==> src/rtl/sfq_capture_pkg.sv <==
// ----------------------------------------------------------------------------
// sfq_capture_pkg
// Shared defaults and types for the SFQ pulse capture block.
//   TS_W_DEFAULT    : timestamp / counter width
//   DEPTH_DEFAULT   : event FIFO entries (power of two, >= 2)
//   MIN_GAP_DEFAULT : minimum legal clk cycles between consecutive pulses
//   gap_state_t     : minimum-gap checker states (used only when the
//                     SFQ_CAPTURE_GAP_CHECK_EN build macro is defined)
// ----------------------------------------------------------------------------
package sfq_capture_pkg;

    localparam int unsigned TS_W_DEFAULT    = 16;
    localparam int unsigned DEPTH_DEFAULT   = 4;
    localparam int unsigned MIN_GAP_DEFAULT = 2;

    typedef enum logic {
        GAP_FIRST = 1'b0,   // no pulse seen since reset or clr
        GAP_TRACK = 1'b1    // measuring distance to the previous pulse
    } gap_state_t;

endpackage : sfq_capture_pkg

==> src/rtl/sfq_event_fifo.sv <==
// ----------------------------------------------------------------------------
// sfq_event_fifo
// Small synchronous FIFO for captured pulse timestamps.
//   clk, rst_n   : clock, asynchronous active-low reset (empties the FIFO)
//   push         : write request for push_data
//   push_data[W] : entry to store
//   pop_ready    : consumer takes the head entry when pop_valid is high
//   pop_valid    : FIFO non-empty
//   pop_data[W]  : head entry, 0 when empty
//   full         : all DEPTH entries occupied
//   drop         : push refused because full and no pop this cycle
// A push while full is still accepted when a pop happens in the same cycle.
// ----------------------------------------------------------------------------
module sfq_event_fifo #(
    parameter int unsigned W     = 16,
    parameter int unsigned DEPTH = 4
) (
    input  logic         clk,
    input  logic         rst_n,
    input  logic         push,
    input  logic [W-1:0] push_data,
    input  logic         pop_ready,
    output logic         pop_valid,
    output logic [W-1:0] pop_data,
    output logic         full,
    output logic         drop
);

    localparam int unsigned AW = $clog2(DEPTH);

    // One extra pointer bit distinguishes full from empty.
    logic [AW:0]  wr_ptr;
    logic [AW:0]  rd_ptr;
    logic [W-1:0] mem [DEPTH];
    logic         pop;
    logic         accept;

    assign pop_valid = (wr_ptr != rd_ptr);
    assign full      = (wr_ptr[AW] != rd_ptr[AW]) &&
                       (wr_ptr[AW-1:0] == rd_ptr[AW-1:0]);
    assign pop       = pop_valid && pop_ready;
    assign accept    = push && (!full || pop);
    assign drop      = push && full && !pop;
    assign pop_data  = pop_valid ? mem[rd_ptr[AW-1:0]] : '0;

    always_ff @(posedge clk or negedge rst_n) begin
        if (!rst_n) begin
            wr_ptr <= '0;
            rd_ptr <= '0;
        end else begin
            if (accept) wr_ptr <= wr_ptr + 1'b1;
            if (pop)    rd_ptr <= rd_ptr + 1'b1;
        end
    end

    // NOTE: storage has no reset; the pointers alone define which entries
    // are live, so clearing the array would only cost reset routing.
    always_ff @(posedge clk) begin
        if (accept) mem[wr_ptr[AW-1:0]] <= push_data;
    end

endmodule : sfq_event_fifo

==> src/rtl/sfq_pulse_capture.sv <==
// ----------------------------------------------------------------------------
// sfq_pulse_capture
// Timestamps pulses on a toggle-encoded SFQ line and queues them for a
// consumer, with saturating pulse/drop counters and sticky status flags.
//   clk, rst_n       : clock, asynchronous active-low reset
//   in               : toggle-encoded SFQ line (asynchronous); each level
//                      change is one pulse
//   clr              : synchronous clear of counters, flags and gap checker
//   ev_valid/ev_ready: event FIFO head handshake
//   ev_ts[TS_W]      : head timestamp, 0 when empty
//   pulse_cnt[TS_W]  : saturating count of detected pulses
//   drop_cnt[TS_W]   : saturating count of pulses lost to a full FIFO
//   overflow         : sticky, set on any drop
//   gap_viol         : sticky minimum-gap violation
// Build option: define SFQ_CAPTURE_GAP_CHECK_EN to compile in the minimum-gap
// checker; without it gap_viol is tied to 0.
// ----------------------------------------------------------------------------
module sfq_pulse_capture
    import sfq_capture_pkg::*;
#(
    parameter int unsigned TS_W    = TS_W_DEFAULT,
    parameter int unsigned DEPTH   = DEPTH_DEFAULT,
    parameter int unsigned MIN_GAP = MIN_GAP_DEFAULT
) (
    input  logic            clk,
    input  logic            rst_n,
    input  logic            in,
    input  logic            clr,
    output logic            ev_valid,
    input  logic            ev_ready,
    output logic [TS_W-1:0] ev_ts,
    output logic [TS_W-1:0] pulse_cnt,
    output logic [TS_W-1:0] drop_cnt,
    output logic            overflow,
    output logic            gap_viol
);

    logic            s1, s2, s3;
    logic            pulse;
    logic [TS_W-1:0] ts;
    logic            drop;
    // The FIFO reports full for other users; this block only needs drop.
    logic            fifo_full_unused;

    // NOTE: non-blocking assignments make each stage take the previous
    // stage's old value, giving a real two-flop synchronizer plus history.
    // s3 resets to 0 because the line idles low, so a line already high at
    // reset release is seen as one pulse.
    always_ff @(posedge clk or negedge rst_n) begin
        if (!rst_n) begin
            s1 <= 1'b0;
            s2 <= 1'b0;
            s3 <= 1'b0;
        end else begin
            s1 <= in;
            s2 <= s1;
            s3 <= s2;
        end
    end

    assign pulse = s2 ^ s3;

    // Free-running timestamp; a push captures the value before this edge's
    // increment.
    always_ff @(posedge clk or negedge rst_n) begin
        if (!rst_n) ts <= '0;
        else        ts <= ts + 1'b1;
    end

    sfq_event_fifo #(
        .W     (TS_W),
        .DEPTH (DEPTH)
    ) u_fifo (
        .clk       (clk),
        .rst_n     (rst_n),
        .push      (pulse),
        .push_data (ts),
        .pop_ready (ev_ready),
        .pop_valid (ev_valid),
        .pop_data  (ev_ts),
        .full      (fifo_full_unused),
        .drop      (drop)
    );

    // clr has priority over a coincident pulse here; the FIFO still takes
    // that pulse because its push path does not look at clr.
    always_ff @(posedge clk or negedge rst_n) begin
        if (!rst_n) begin
            pulse_cnt <= '0;
            drop_cnt  <= '0;
            overflow  <= 1'b0;
        end else if (clr) begin
            pulse_cnt <= '0;
            drop_cnt  <= '0;
            overflow  <= 1'b0;
        end else begin
            if (pulse && (pulse_cnt != '1)) pulse_cnt <= pulse_cnt + 1'b1;
            if (drop  && (drop_cnt  != '1)) drop_cnt  <= drop_cnt + 1'b1;
            if (drop)                       overflow  <= 1'b1;
        end
    end

`ifdef SFQ_CAPTURE_GAP_CHECK_EN
    localparam int unsigned     GAP_W   = $clog2(MIN_GAP + 1);
    localparam logic [GAP_W-1:0] GAP_SAT = GAP_W'(MIN_GAP);

    gap_state_t       gap_state;
    logic [GAP_W-1:0] gap_cnt;
    logic             gap_viol_q;

    // gap_cnt counts edges since the previous pulse; a pulse arriving with
    // gap_cnt + 1 < MIN_GAP is closer than allowed.
    always_ff @(posedge clk or negedge rst_n) begin
        if (!rst_n) begin
            gap_state  <= GAP_FIRST;
            gap_cnt    <= '0;
            gap_viol_q <= 1'b0;
        end else if (clr) begin
            gap_state  <= GAP_FIRST;
            gap_cnt    <= '0;
            gap_viol_q <= 1'b0;
        end else begin
            case (gap_state)
                GAP_FIRST: begin
                    if (pulse) begin
                        gap_state <= GAP_TRACK;
                        gap_cnt   <= '0;
                    end
                end
                GAP_TRACK: begin
                    if (pulse) begin
                        if ((int'(gap_cnt) + 1) < int'(MIN_GAP)) gap_viol_q <= 1'b1;
                        gap_cnt <= '0;
                    end else if (gap_cnt != GAP_SAT) begin
                        gap_cnt <= gap_cnt + 1'b1;
                    end
                end
            endcase
        end
    end

    assign gap_viol = gap_viol_q;
`else
    assign gap_viol = 1'b0;
`endif

endmodule : sfq_pulse_capture

==> config.mk <==
export PLATFORM = sky130hd
export DESIGN_NAME = sfq_pulse_capture
export DESIGN_NICKNAME = d
export VERILOG_FILES = /design/src/rtl/sfq_capture_pkg.sv /design/src/rtl/sfq_event_fifo.sv /design/src/rtl/sfq_pulse_capture.sv
export SDC_FILE = /design/constraint.sdc
export NUM_CORES = 1
export LEC_CHECK = 0
export CAP_MARGIN = 20
export CORE_MARGIN = 1.5
export CORE_UTILIZATION = 40
export DETAILED_ROUTE_END_ITERATION = 16
export SLEW_MARGIN = 20
export SYNTH_ARGS = -nofsm -noshare
export SYNTH_HDL_FRONTEND = slang
export SYNTH_HIERARCHICAL = 1
export SYNTH_SLANG_ARGS = --single-unit
==> constraint.sdc <==
create_clock -name clk -period 3.65 [get_ports clk]
set_input_delay 0.73 -clock clk [delete_from_list [all_inputs] [get_ports clk]]
set_output_delay 0.73 -clock clk [all_outputs]
set_load 0.02 [all_outputs]
# [After elaboration in Yosys (flattened, before gate mapping)]
# Memory sizes are Yosys's and may differ from the RTL's.
# Index checks and enable logic that the tools add are counted.
[classes] addsub=5 n_mux=9 reduce_logical=13 bitwise=1 n_eq_ne=5
[op_table] cell="$mux W16" n=5
[op_table] cell="$add A16 B1 Y16 const B" n=3
[op_table] cell="$ne A16 B16 Y1 const B" n=2
[op_table] cell="$logic_and A1 B1 Y1" n=7
[op_table] cell="$add A3 B1 Y3 const B" n=2
[op_table] cell="$reduce_bool A2 Y1" n=3
[op_table] cell="$mux W1" n=4
[op_table] cell="$ne A3 B3 Y1" n=1
[op_table] cell="$eq A2 B2 Y1" n=1
[op_table] cell="$logic_not A1 Y1" n=2
[op_table] cell="$logic_or A1 B1 Y1" n=1
[op_table] cell="$ne A1 B1 Y1" n=1
[op_table] cell="$xor A1 B1 Y1" n=1
[word_totals] word_cells=43 in_bits=5 mem_bits_rw=64 output_inout_bits=51 ff_bits=58 memories=1
[memory_table] memory="u_fifo.mem" words=4 word_bits=16 rd=1 rd_ports_with_merged_regs=0 write_ports=1 line_no="sfq_event_fifo.sv:34" text="logic [W-1:0] mem [DEPTH];"

# [Depth between registers and ports, before layout]
# Gate-level depths: netlist of run 1.
[logic_depth] word_depth=7 mapped_depth=9

# [Hierarchy]
# Netlist of run 1, hierarchy kept.
[modules_own_cells] module="sfq_event_fifo" seq_area_each_um2=2072.0 instances=1 cells_each=141 area_per_inst_um2=2857.7
[modules_own_cells] module="sfq_pulse_capture" seq_area_each_um2=1301.2 instances=1 cells_each=247 area_per_inst_um2=2511.2

# [Least setup slack after synthesis of run 1]
# OpenSTA, ideal clock, no wires.
[synth_path] path_type="in2reg" startpoint="in ev_ready" endpoint="reg drop_cnt[15]" setup_slack_ns=1.026 stages=7 arrival_time_ns=2.546 setup_time_ns=0.078 path_cell_list="or4_4 > nor2_1 > nand3_1 > or2_1 > clkbuf_1 > or4_1 > a21oi_1"
[synth_via] elab_chain_len=5
[synth_lines] element="start, declared" line_no="sfq_pulse_capture.sv:30" text="input logic ev_ready,"
[synth_lines] element="$logic_and A1 B1 Y1" line_no="sfq_event_fifo.sv:41" text="assign pop = pop_valid && pop_ready;"
[synth_lines] element="$logic_not A1 Y1" line_no="sfq_event_fifo.sv:43" text="assign drop = push && full && !pop;"
[synth_lines] element="$logic_and A1 B1 Y1" line_no="sfq_event_fifo.sv:43"
[synth_lines] element="net drop" line_no="sfq_pulse_capture.sv:41" text="logic drop;"
[synth_lines] element="$logic_and A1 B1 Y1" line_no="sfq_pulse_capture.sv:98" text="if (drop && (drop_cnt != '1)) drop_cnt <= drop_cnt + 1'b1;"
[synth_lines] element="$reduce_bool A2 Y1 (no source line)"
[synth_lines] element="end signal, assigned" line_no="sfq_pulse_capture.sv:98"
[synth_lines] element="end, declared" line_no="sfq_pulse_capture.sv:33" text="output logic [TS_W-1:0] drop_cnt,"
# The timed path passes the listed nets, and every way through them passes these cells.
# A chain may end at the register's enable or synchronous reset.

# [Final worst setup path of run 1]
[layout_path] startpoint="reg u_fifo.wr_ptr[0]" endpoint="out ev_ts[14]"
[layout_via] elab_chain_len=2
[layout_lines] element="start, declared" line_no="sfq_event_fifo.sv:32" text="logic [AW:0] wr_ptr;"
[layout_lines] element="start signal, assigned" line_no="sfq_event_fifo.sv:51" text="if (accept) wr_ptr <= wr_ptr + 1'b1;"
[layout_lines] element="$ne A3 B3 Y1" line_no="sfq_event_fifo.sv:38" text="assign pop_valid = (wr_ptr != rd_ptr);"
[layout_lines] element="$mux W16" line_no="sfq_event_fifo.sv:44" text="assign pop_data = pop_valid ? mem[rd_ptr[AW-1:0]] : '0;"
[layout_lines] element="end, declared" line_no="sfq_pulse_capture.sv:31" text="output logic [TS_W-1:0] ev_ts,"
# No other way between the ends.

==> metrics, run 1 <==
Psw=1.44 mW; cts hold-fix bufs=0; Antenna Cells=0; sw frac=29.0%; routed length per placed instance=17.3 µm; Worst Path Arrival=2450 ps; max cap viols=0; Post-DRT Antenna Nets=0; Final Critical Period=3180 ps; Final Slew Violations=0; FF-to-FF Start=u_fifo/wr_ptr[1]$_DFFE_PN0P_; CP Launch Type=flop; routed wire length=11200 µm; vias post-DR=3476; Initial DRC Count=234; worst clock skew=7.09 ps; CP max stage cell=clkdlybuf4s50_1; clock sinks=122; worst-path fanout max=17; hold crit path type=in -> async; vias in the first global route=3689; fin util=51.1%; I/O Buffers=54; sequential share of power=34.9%; combinational group share of total power=29.5%; crit path from=u_fifo/wr_ptr[0]$_DFFE_PN0P_; DP HPWL=7020 µm; CP required=2920 ps; Longest Clk Path Bufs=2; dpl ws=233 ps; part of the cycle the worst path needs=87.2%; Syn Nets=400; endpoints failing hold=0; crit-path cells=xor2_1 > nor3_2 > buf_4 > nor2b_1 > clkdlybuf4s50_1; setup ws final=468 ps; FF+latch area=0.00337 mm²; R2R depth=7; drt via density=5.40; FF-to-FF End=drop_cnt[9]$_DFFE_PN0P_; CTS H-Tree Depth=4; later-pin clock latency in the skew report=410 ps; initial antenna violation count=0; FP Rows=42; Mapped Cells=387; Layout Area Growth over Synthesis=25.7%; CP max stage delay=640 ps; syn avg cell area=13.9 µm²; Fmax=314 MHz; # placed instances=612; Pwr Density=734 mW/mm²; Post-Synthesis Cell Area=0.00536 mm²; # Post-CTS Setup Buffers=0; core area=0.0132 mm²; Int Pwr=3.51 mW; GPL Wtd Cong=0.744; CTS tree=built; crit end category=output port; multi-input logic area=0.00188 mm²; total grt overflow=0; status=finished clean; Worst R2R Setup Slack=830 ps; drc violations=0; final setup TNS=0 ps; ratio of cells with drive above 1 in the final layout=13.7%; Ys Warns=6; Final nets=468; clock share of power=35.6%; die area=0.0141 mm²; Die H=119 µm; CTS Root Cell=clkbuf_16; Starting Density=40.7%; final cell count without fillers=644; LEAKAGE=2.50 nW; FILL cells=1136; Slew headroom=46.0%; final setup fails=0; global-route wire length before repair=18600 µm; Post-CTS Resized=0; Total GRT Usage=17.2%; chip width=119 µm; RSZ-0062 raised after global routing=no; total CTS buffers=17; critical path type=reg -> out; Slew @ Worst Pin=807 ps; VDD IR-drop max=356 µV; largest net degree at the start of global routing=25; Clk pin slew, worst setup/hold paths=50 ps; 1st-pass router iterations=4; I/O Pins=56; worst setup path end=ev_ts[14]
==> critical path, delay by kind of cell (launching register included) <==
kind	cells	cell delay (ps)
buffers and inverters	2	860
AND/OR/NAND/NOR	2	280
XOR/XNOR	1	440
flip-flops	1	450
==> power groups by stage <==
stage,clock [mW],combinational [mW],sequential (mW)
2_1_floorplan,0,0.923,1.73
3_3_place_gp,0,1.47,1.74
3_5_place_dp,0,1.49,1.75
4_1_cts,1.79,1.50,1.73
5_1_grt,1.85,1.57,1.74
6_report,1.76,1.46,1.73
==> layout by cell type (no fill, tap or decap), drive strengths merged, types with 8 or more instances in the layout <==
master         count
nand4             12
mux4              16
xor2              10
a21oi             23
nor2b             17
buf                8
nand2             15
o31ai             12
nor2              13
ha                 8
xnor2             13
or4               13
clkbuf            23
or3               14
o21ai             11
dfrtp             58
clkdlybuf4s50     53
inv               14
edfxtp            64
nand3             17
==> state kept, by name, summed over array words and instances (netlist names) <==
name and count:
drop_cnt 16, overflow 1, u_fifo/mem 64, s2 1, pulse_cnt 16, u_fifo/rd_ptr 3, s1 1, u_fifo/wr_ptr 3
ts 16, s3 1
==> layout make-up <==
class,instances,area share (%)
inverters,15,0.835
repair buffers,61,8.72
flip-flops and latches,122,50.0
clock buffers,23,7.09
clock inverters,9,2.13
multi-input cells,238,27.9
well taps,176,3.27
==> worst min path at each step <==
stage	startpoint	end	slack, ps	cells past startpoint
final	rst_n	pulse_cnt[12]$_DFFE_PN0P_	320	1
after global routing	rst_n	pulse_cnt[0]$_DFFE_PN0P_	340	1
after CTS	rst_n	pulse_cnt[0]$_DFFE_PN0P_	330	1
after detailed placement	s1$_DFF_PN0_	s2$_DFF_PN0_	340	0
after global placement	s1$_DFF_PN0_	s2$_DFF_PN0_	340	0
after floorplan	s1$_DFF_PN0_	s2$_DFF_PN0_	330	0
==> stage by stage <==
stage                     instance area, µm²  hold slack [ps]  power (mW)
final                                   6740              322        4.95
after floorplan                         5360              331        2.66
after CTS                               6740              328        5.02
after global routing                    6740              344        5.17
after global placement                  6110              336        3.22
after detailed placement                6120              341        3.25
==> metal layers <==
metal  global-route usage, %  vias to the layer above  wire length (µm)
met5                       0                        -                 0
met4                    6.55                        0               123
met3                    4.68                       10               521
met2                    27.3                      109              5410
met1                    22.5                     1724              5110
li1                        -                     1633                 -
(Power assumes the default switching activity.)
==> inputs of run 2 (changes only) <==
- SETUP_SLACK_MARGIN: not set -> 0.4
==> metrics, run 2 (synthesis results as in run 1) <==
drc violations=0 (unchanged); FP Rows=42 (unchanged); crit end category=output port; CTS tree=built; Slew headroom=46.4% (+0.38 points); max reg flops=64 (unchanged); I/O Pins=56 (unchanged); fin util=51.2% (+0.057 points); LEAKAGE=2.50 nW (about the same); Clk pin slew, worst setup/hold paths=50 ps (about the same); Total GRT Usage=17.2% (unchanged); chip width=119 µm (unchanged); total power=4.96 mW (+0.11%); Pwr Density=734 mW/mm² (about the same); initial antenna violation count=0 (unchanged); total CTS buffers=17 (unchanged); FF-to-FF Start=u_fifo/wr_ptr[1]$_DFFE_PN0P_; Final Slew Violations=0 (unchanged); CTS H-Tree Depth=4 (unchanged); core area=0.0132 mm² (unchanged); Slew @ Worst Pin=801 ps (-5.75 ps); drt via density=5.40 (about the same); # Post-CTS Setup Buffers=0 (unchanged); max cap viols=0 (unchanged); Final Critical Period=3080 ps (-102 ps); worst clock skew=6.89 ps (-0.197 ps); vias in the first global route=3689 (unchanged); delay-heaviest family, CP=buffers and inverters; FF-to-FF End=drop_cnt[9]$_DFFE_PN0P_; R2R depth=7 (unchanged); CTS Root Cell=clkbuf_16; largest net degree at the start of global routing=25 (unchanged); status=finished clean; Final nets=468 (unchanged); CP Launch Type=flop; final cell count without fillers=644 (unchanged); multi-input logic area=0.00189 mm² (+0.40%); cts hold-fix bufs=0 (unchanged); CP max stage cell=clkdlybuf4s50_1; FF+latch area=0.00337 mm² (unchanged); vias post-DR=3479 (+0.086%); Layout Area Growth over Synthesis=25.8%; crit-path cells=xor2_2 > nor3_2 > buf_4 > nor2b_1 > clkdlybuf4s50_1; part of the cycle the worst path needs=84.4% (-2.8 points); routed wire length=11100 µm (-0.13%); GPL Wtd Cong=0.744 (unchanged); Worst R2R Setup Slack=840 ps (about the same); most common cell after layout, fill and taps aside=edfxtp_1; Initial DRC Count=292 (+25%); RSZ-0062 raised after global routing=no; most frequent cells in the layout=edfxtp_1 (64), dfrtp_1 (58), clkdlybuf4s50_1 (53); Post-DRT Antenna Nets=0 (unchanged); 1st-pass router iterations=4 (unchanged); Fmax=325 MHz (+3.3%); critical path type=reg -> out; DP HPWL=7020 µm (unchanged); I/O Buffers=54 (unchanged); endpoints failing hold=0 (unchanged); ratio of cells with drive above 1 in the final layout=13.9% (+0.21 points); VDD IR-drop max=354 µV (-0.40%); Longest Clk Path Bufs=2 (unchanged); final setup fails=0 (unchanged); Worst Path Arrival=2350 ps (-100 ps); global-route wire length before repair=18600 µm (unchanged); Antenna Cells=0 (unchanged); WP depth=5 (unchanged); Critical path buffers and inverters=2 (unchanged); clock sinks=122 (unchanged); FILL cells=1136 (unchanged); # placed instances=612 (unchanged); crit path from=u_fifo/wr_ptr[0]$_DFFE_PN0P_; total grt overflow=0 (unchanged); worst-path fanout max=17 (unchanged); final setup TNS=0 ps (unchanged); CP max stage delay=640 ps (about the same); Starting Density=40.7% (unchanged); later-pin clock latency in the skew report=410 ps (about the same); Die H=119 µm (unchanged); die area=0.0141 mm² (unchanged); CP required=2920 ps (about the same); hold crit path type=in -> async; routed length per placed instance=17.3 µm (-0.13%); worst setup path end=ev_ts[14]
## run 2: cell counts in the layout (fill, tap and decap cells not counted)
No cell type changed its count.
## run 2: worst min-delay path by stage
| stage | startpoint | endpoint | cells past startpoint |
|---|---|---|---|
| floorplan | s1$_DFF_PN0_ | s2$_DFF_PN0_ | 0 |
| global placement | s1$_DFF_PN0_ | s2$_DFF_PN0_ | 0 |
| detailed placement | s1$_DFF_PN0_ | s2$_DFF_PN0_ | 0 |
| CTS | rst_n | pulse_cnt[0]$_DFFE_PN0P_ | 1 |
| global route | rst_n | pulse_cnt[0]$_DFFE_PN0P_ | 1 |
| finish | rst_n | pulse_cnt[12]$_DFFE_PN0P_ | 1 |
## run 2: power by group
group	leakage (nW)	internal, mW	total (mW)	switching (mW)
Sequential	1.40	1.64	1.73	0.0864
Combinational	0.805	0.684	1.46	0.781
Clock	0.300	1.19	1.76	0.572
## run 2: final cells by class
| class | instances | area share, % |
|---|---|---|
| sequential | 122 | 50.0 |
| multi-input combinational | 238 | 28.0 |
| timing repair buffer | 61 | 8.71 |
| clock buffer | 23 | 7.08 |
| tap | 176 | 3.26 |
| clock inverter | 9 | 2.13 |
| inverter | 15 | 0.834 |
## run 2: worst reg2reg max path, delay by kind of cell, from the launching register on
| kind | cells | cell delay [ps] |
|---|---|---|
| and+or+nand+nor | 5 | 1900 |
| xor gates and xnor gates | 1 | 210 |
| DFF | 1 | 450 |
| AOI/OAI and AO/OA | 1 | 170 |
## run 2: through the flow
| step | cell area [µm²] | hold slack, ps | setup WS, ps |
|---|---|---|---|
| 2_1_floorplan | 5360 | 331 | 1030 |
| 3_3_place_gp | 6110 | 336 | 383 |
| 3_5_place_dp | 6120 | 341 | 233 |
| 4_1_cts | 6740 | 328 | 479 |
| 5_1_grt | 6750 | 344 | 452 |
| 6_report | 6750 | 323 | 570 |
## run 2: timing repair
action                                 CTS  global route
gates resized for setup                  0             1
setup endpoints to repair                0             3
endpoints found under the hold margin    0             0
## run 2: metal layers
metal | up-vias | wire [µm] | track usage [%]
met4 | 0 | 137 | 6.55
met3 | 14 | 509 | 4.68
li1 | 1629 | - | -
met5 | - | 0 | 0
met2 | 103 | 5430 | 27.3
met1 | 1733 | 5070 | 22.5
